File: src/rtl/pipe_ctrl_pkg.sv
// Shared types and default latencies for the pipeline stall/flush sequencer.
// Latency: n/a (declarations only).
// Backpressure: n/a.
package pipe_pkg;

  // mul/div sequencing states
  typedef enum logic [1:0] {
    RUN     = 2'd0,
    MD_BUSY = 2'd1,
    MD_DONE = 2'd2
  } state_t;

  localparam int DEF_MULT_LAT = 2;
  localparam int DEF_DIV_LAT  = 33;
  localparam int DEF_CNT_W    = 6;

endpackage

File: src/rtl/pipe_ctrl_md_timer.sv
// Mul/div cycle counter: load, decrement, clear, with a zero flag.
// Latency: count updates on the clock edge; zero is combinational from the count.
// Backpressure: the caller withholds dec during stalls to freeze the count.
module md_timer #(
  parameter int CNT_W = 6
) (
  input  logic             clk,
  input  logic             rst,
  input  logic             clr,
  input  logic             load,
  input  logic [CNT_W-1:0] load_val,
  input  logic             dec,
  output logic [CNT_W-1:0] cnt,
  output logic             zero
);

  // clear wins over load, load wins over decrement
  always_ff @(posedge clk) begin
    if (!rst || clr) begin
      cnt <= '0;
    end else if (load) begin
      cnt <= load_val;
    end else if (dec) begin
      cnt <= cnt - 1'b1;
    end
  end

  assign zero = (cnt == '0);

endmodule

File: src/rtl/pipe_ctrl.sv
// Stall/flush sequencer for the 7-stage pipeline; optional PIPE_CTRL_PERF_EN adds stall/redirect counters.
// Latency: all enables/flushes/redirect are combinational, acting on the next clock edge.
// Backpressure: dcache stall freezes everything; mul/div, load-use and icache stall hold upstream and bubble downstream.
module pipe_ctrl
  import pipe_pkg::*;
#(
  parameter int MULT_LAT = DEF_MULT_LAT,
  parameter int DIV_LAT  = DEF_DIV_LAT,
  parameter int CNT_W    = DEF_CNT_W
) (
  input  logic        clk,
  input  logic        rst,
  input  logic        icache_stall,
  input  logic        dcache_stall,
  input  logic        load_use,
  input  logic        md_start,
  input  logic        md_op,
  input  logic        mem2_exception,
  input  logic        mem2_eret,
  output logic        pc_wr,
  output logic        pf_if_wr,
  output logic        if_id_wr,
  output logic        id_ex_wr,
  output logic        ex_mem1_wr,
  output logic        mem1_mem2_wr,
  output logic        mem2_wb_wr,
  output logic        pf_flush,
  output logic        if_flush,
  output logic        id_flush,
  output logic        ex_flush,
  output logic        mem1_flush,
  output logic        mem2_flush,
  output logic        redirect,
  output logic        md_busy,
  output logic        md_done
`ifdef PIPE_CTRL_PERF_EN
  ,
  output logic [31:0] perf_stall_cnt,
  output logic [31:0] perf_flush_cnt
`endif
);

  localparam logic [CNT_W-1:0] MULT_LD = CNT_W'(MULT_LAT - 1);
  localparam logic [CNT_W-1:0] DIV_LD  = CNT_W'(DIV_LAT - 1);

  state_t           state, state_nxt;
  logic             t_clr, t_load, t_dec;
  logic             t_zero;
  logic [CNT_W-1:0] t_cnt;
  logic             ev, md_stall;

  md_timer #(.CNT_W(CNT_W)) u_md_timer (
    .clk      (clk),
    .rst      (rst),
    .clr      (t_clr),
    .load     (t_load),
    .load_val (md_op ? DIV_LD : MULT_LD),
    .dec      (t_dec),
    .cnt      (t_cnt),
    .zero     (t_zero)
  );

  assign ev       = (mem2_exception | mem2_eret) & ~dcache_stall;
  assign md_stall = ((state == RUN) & md_start) | (state == MD_BUSY);

  // state register; reset always lands in RUN
  always_ff @(posedge clk) begin
    if (!rst) begin
      state <= RUN;
    end else begin
      state <= state_nxt;
    end
  end

  // priority resolution of enables/flushes plus mul/div next-state
  always_comb begin
    pc_wr        = 1'b0;
    pf_if_wr     = 1'b0;
    if_id_wr     = 1'b0;
    id_ex_wr     = 1'b0;
    ex_mem1_wr   = 1'b0;
    mem1_mem2_wr = 1'b0;
    mem2_wb_wr   = 1'b0;
    pf_flush     = 1'b0;
    if_flush     = 1'b0;
    id_flush     = 1'b0;
    ex_flush     = 1'b0;
    mem1_flush   = 1'b0;
    mem2_flush   = 1'b0;
    redirect     = 1'b0;
    state_nxt    = state;
    t_clr        = 1'b0;
    t_load       = 1'b0;
    t_dec        = 1'b0;
    if (!rst) begin
      // everything held quiet while in reset
    end else if (ev) begin
      {pc_wr, pf_if_wr, if_id_wr, id_ex_wr, ex_mem1_wr, mem1_mem2_wr, mem2_wb_wr} = '1;
      {pf_flush, if_flush, id_flush, ex_flush, mem1_flush, mem2_flush} = '1;
      redirect  = 1'b1;
      t_clr     = 1'b1;
      state_nxt = RUN;
    end else if (dcache_stall) begin
      // full freeze; a pending MEM2 event waits for the data access
    end else begin
      if (md_stall) begin
        ex_flush     = 1'b1;
        mem1_mem2_wr = 1'b1;
        mem2_wb_wr   = 1'b1;
      end else if (load_use) begin
        id_flush     = 1'b1;
        id_ex_wr     = 1'b1;
        ex_mem1_wr   = 1'b1;
        mem1_mem2_wr = 1'b1;
        mem2_wb_wr   = 1'b1;
      end else if (icache_stall) begin
        if_flush     = 1'b1;
        if_id_wr     = 1'b1;
        id_ex_wr     = 1'b1;
        ex_mem1_wr   = 1'b1;
        mem1_mem2_wr = 1'b1;
        mem2_wb_wr   = 1'b1;
      end else begin
        {pc_wr, pf_if_wr, if_id_wr, id_ex_wr, ex_mem1_wr, mem1_mem2_wr, mem2_wb_wr} = '1;
      end
      unique case (state)
        RUN: begin
          if (md_start) begin
            t_load    = 1'b1;
            state_nxt = MD_BUSY;
          end
        end
        MD_BUSY: begin
          if (t_zero) begin
            state_nxt = MD_DONE;
          end else begin
            t_dec = 1'b1;
          end
        end
        MD_DONE: begin
          if (ex_mem1_wr) begin
            state_nxt = RUN;
          end
        end
        default: state_nxt = RUN;
      endcase
    end
  end

  assign md_busy = rst & (state == MD_BUSY);
  assign md_done = rst & (state == MD_DONE);

`ifdef PIPE_CTRL_PERF_EN
  // count cycles with the PC held and cycles with a redirect
  always_ff @(posedge clk) begin
    if (!rst) begin
      perf_stall_cnt <= '0;
      perf_flush_cnt <= '0;
    end else begin
      if (!pc_wr) perf_stall_cnt <= perf_stall_cnt + 32'd1;
      if (redirect) perf_flush_cnt <= perf_flush_cnt + 32'd1;
    end
  end
`endif

endmodule
File: config.mk
export PLATFORM = sky130hd
export DESIGN_NAME = pipe_ctrl
export DESIGN_NICKNAME = d
export VERILOG_FILES = /design/src/rtl/pipe_ctrl_pkg.sv /design/src/rtl/pipe_ctrl_md_timer.sv /design/src/rtl/pipe_ctrl.sv
export SDC_FILE = /design/constraint.sdc
export NUM_CORES = 1
export LEC_CHECK = 0
export BUFFER_PORTS_ARGS = -buffer_cell sky130_fd_sc_hd__buf_2
export CAP_MARGIN = 5
export CORE_AREA = 2 2 45 47
export DETAILED_ROUTE_END_ITERATION = 8
export DIE_AREA = 0 0 47 49
export GPL_TIMING_DRIVEN = 0
export PLACE_DENSITY = 0.67
export SETUP_SLACK_MARGIN = 0.02
export SYNTH_ARGS = -nofsm -noshare
export SYNTH_HDL_FRONTEND = slang
export SYNTH_SLANG_ARGS = --single-unit
File: constraint.sdc
create_clock -name clk -period 2.4 [get_ports clk]
set_clock_uncertainty 0.1 [all_clocks]
set_input_delay 0.48 -clock clk [delete_from_list [all_inputs] [get_ports clk]]
set_output_delay 0.48 -clock clk [all_outputs]
set_load 0.01 [all_outputs]
==> results.toml <==
[clocking]
cts_setup_buffers = 0
cts_buffers = 3
cts_root_buffer = "clkbuf_4"
path_clk_slew_ns = 0.06
cts_tree = "yes"
htree_levels = 1
clkSinkCount = 8
clock_path_buffers = 2
cts_resized = 0
holdBufCountCts = 0
insertion_delay_ns = 0.26

[timing]
setup_viol_count_final = 0
drv_slew = 0
rsz0062_at_grt = "no"
finalSetupTns_ns = 0
maxSlewHeadroom_pct = 62.50
fmaxAchievable_ghz = 0.4659
finalHoldViolations = 0
fin_crit_ns = 2.146
tightest_slew_ns = 0.5567
period_share_pct = 89.42
setup_ws_ns = 0.2538

[floorplanning]
rows = 16
ioPinCount = 25
coreArea_sq_mm = 0.001842
die_x_microns = 47
die_h_microns = 49
initial_core_util_pct = 32.74
dieArea_sq_mm = 0.002303

[critical_path]
reg2reg_to = "state[1]$_SDFFE_PP0P_"
cp.depth = 7
rr_startpoint = "u_md_timer.cnt[0]$_SDFFE_PP0P_"
cp_slowest_cell = "nor2_1"
path_cells = "buf_2 -> nor2_1 -> o21ai_0 -> nand2_1 -> a21oi_1 -> buf_4 -> buf_2"
path_class = "input pin to output pin"
path_common_cell = "buf_2"
worst_setup_path_start_kind = "input pin"
cp.arrival_ns = 1.57
worstPathBufferInverterCount = 3
cp.required_ns = 1.82
end_kind = "output pin"
critical_path.top_delay_family = "simple AND/OR/NAND/NOR gates"
slowest_delay_ns = 0.35
path_max_fanout = 7
r2r_slack_ns = 0.53
r2r_cells = 5

[synth]
syn-instance-count = 76
synthDistinctLibCells = 32
syn_nets = 87
synth.avg_cell_area_sq_um = 7.935
synth_area_sq_um = 603.1
ys_seq_area_share_pct = 26.56
ys_ff_latch = 8
yosysWarnings = 0
ys_async_sr_fraction_pct = 0
synth_edf_count = 0
yosys_most_used_dff = "dfxtp_1"

[placed_design]
dpl.hpwl_microns = 1033
place.gp.congestion = 0.7567
pre_cts_slack_ns = 0.2488
port_buffers = 23

[power]
p_int_mw = 0.2241
switchingPower_mw = 0.08722
p_per_area_mw_per_mm2 = 402.0
switching_share_pct = 28.01
seqPwrFrac_pct = 43.7
vdd_drop_max_v = 0.0002320
power_frac_comb_pct = 22.1
p_clk_share_pct = 34.1
leakage_nw = 0.3810

[routing]
vias = 598
postRouteAntennaNets = 0
vias_per_cell = 4.636
remaining_drc_errors = 0
first_pass_iters = 3
first_iter_violations = 4
wl_per_cell_microns = 10.11
routed_wl_microns = 1304

[min_path]
min_to = "u_md_timer.cnt[0]$_SDFFE_PP0P_"
hp-class = "input pin to flop"
hold_depth = 2
hp-start = "md_op"

[global_routing]
grt_pass1_wl_microns = 2028
grt-ovfl-total = 0
grt_max_degree = 10
grt_usage_pct = 11.82
antenna_found_initial = 0
grt_pass1_vias = 519

[final_layout]
fillers = 211
finalNetCount = 115
area_growth_pct = 28.42
layout-drive-gt1-share_pct = 35.29
diodes = 0

[flow_run]
cap_violations = 0

[status]
status = "completed"
[how the worst max path moves through the flow]
stage | slack (ns) | start | end
after global routing | 0.15 | mem2_eret | pf_if_wr
after floorplan | 0.33 | dcache_stall | pf_if_wr
after CTS | 0.25 | mem2_eret | pf_if_wr
after detailed placement | 0.25 | mem2_eret | pf_if_wr
after global placement | 0.27 | mem2_eret | pf_if_wr
final | 0.25 | mem2_eret | pf_if_wr
[sequential cells by signal (all words and copies together), names as in the netlist]
name            count
state               2
u_md_timer.cnt      6
[per-layer routing]
metal | global-route usage (%) | wire, microns
met2 | 18.72 | 558
met4 | 5.556 | 20
met5 | 0 | 0
met3 | 2.593 | 113
met1 | 14.61 | 612
[logic make-up (layout without fill, tap and decap cells)]
| group | after synthesis | count (layout) | synth area share [%] |
|---|---|---|---|
| muxes | 1 | 1 | 1.660 |
| buffers and inverters | 14 | 40 | 13.69 |
| xor gates and xnor gates | 3 | 3 | 4.358 |
| and+or+nand+nor | 25 | 25 | 25.73 |
| DFF | 8 | 8 | 26.56 |
| adders and majority gates | 2 | 2 | 4.149 |
| AOI/OAI and AO/OA | 23 | 23 | 23.86 |
[final cells by class]
cell class / instances / area, sq um / share of cell area, %
plain buffers: 8 / 60.06 / 7.754
clock buffers: 3 / 22.52 / 2.908
inverters: 6 / 22.52 / 2.908
multi-input cells: 54 / 360.3 / 46.53
flip-flops and latches: 8 / 160.2 / 20.68
well taps: 27 / 33.78 / 4.362
repair buffers: 23 / 115.1 / 14.86
[cells in the mapped netlist (all sizes together) (2+ instances only)]
cell,number,share of area [%]
a21oi,7,5.8
buf,7,9.3
dfxtp,8,27
ha,2,4.1
inv,6,3.7
nand2,5,3.1
nor2,8,5.0
nor3,2,1.7
o21ai,6,5.0
o31ai,2,2.5
or4,2,2.5
or4b,2,3.9
xor2,2,2.9
[power by group through the flow]
stage               clock network [mW]  logic (mW)  registers [mW]
global placement                     0      0.0685           0.139
CTS                              0.112      0.0698           0.136
floorplan                            0      0.0429           0.139
detailed placement                   0      0.0697           0.139
finish                           0.106      0.0689           0.136
global route                     0.122      0.0770           0.136
[per-stage QoR]
stage          hold WS (ns)  power, mW  std cells  utilization [%]  instance area [sq um]
4_1_cts              0.3194     0.3183        129            42.05                  774.5
2_1_floorplan        0.3704     0.1815         76                -                  603.1
5_1_grt              0.3238     0.3356        129            42.05                  774.5
6_report             0.3264     0.3114        129            42.05                  774.5
3_5_place_dp         0.4007     0.2086        126            40.83                  752.0
3_3_place_gp         0.3894     0.2073        126            40.83                  752.0
[layout by cell type (no fill, tap or decap), types with 2 or more instances in the layout]
cell type / Yosys / layout
nand2_1: 5 / 5
inv_1: 6 / 6
o21ai_0: 6 / 6
or4_1: 2 / 2
dfxtp_1: 8 / 8
buf_2: 0 / 23
nor3_1: 2 / 2
ha_1: 2 / 2
o31ai_1: 2 / 2
buf_4: 6 / 6
clkbuf_4: 0 / 3
xor2_1: 2 / 2
nor2_1: 8 / 8
a21oi_1: 7 / 7
Power figures use the tool's default switching activity.
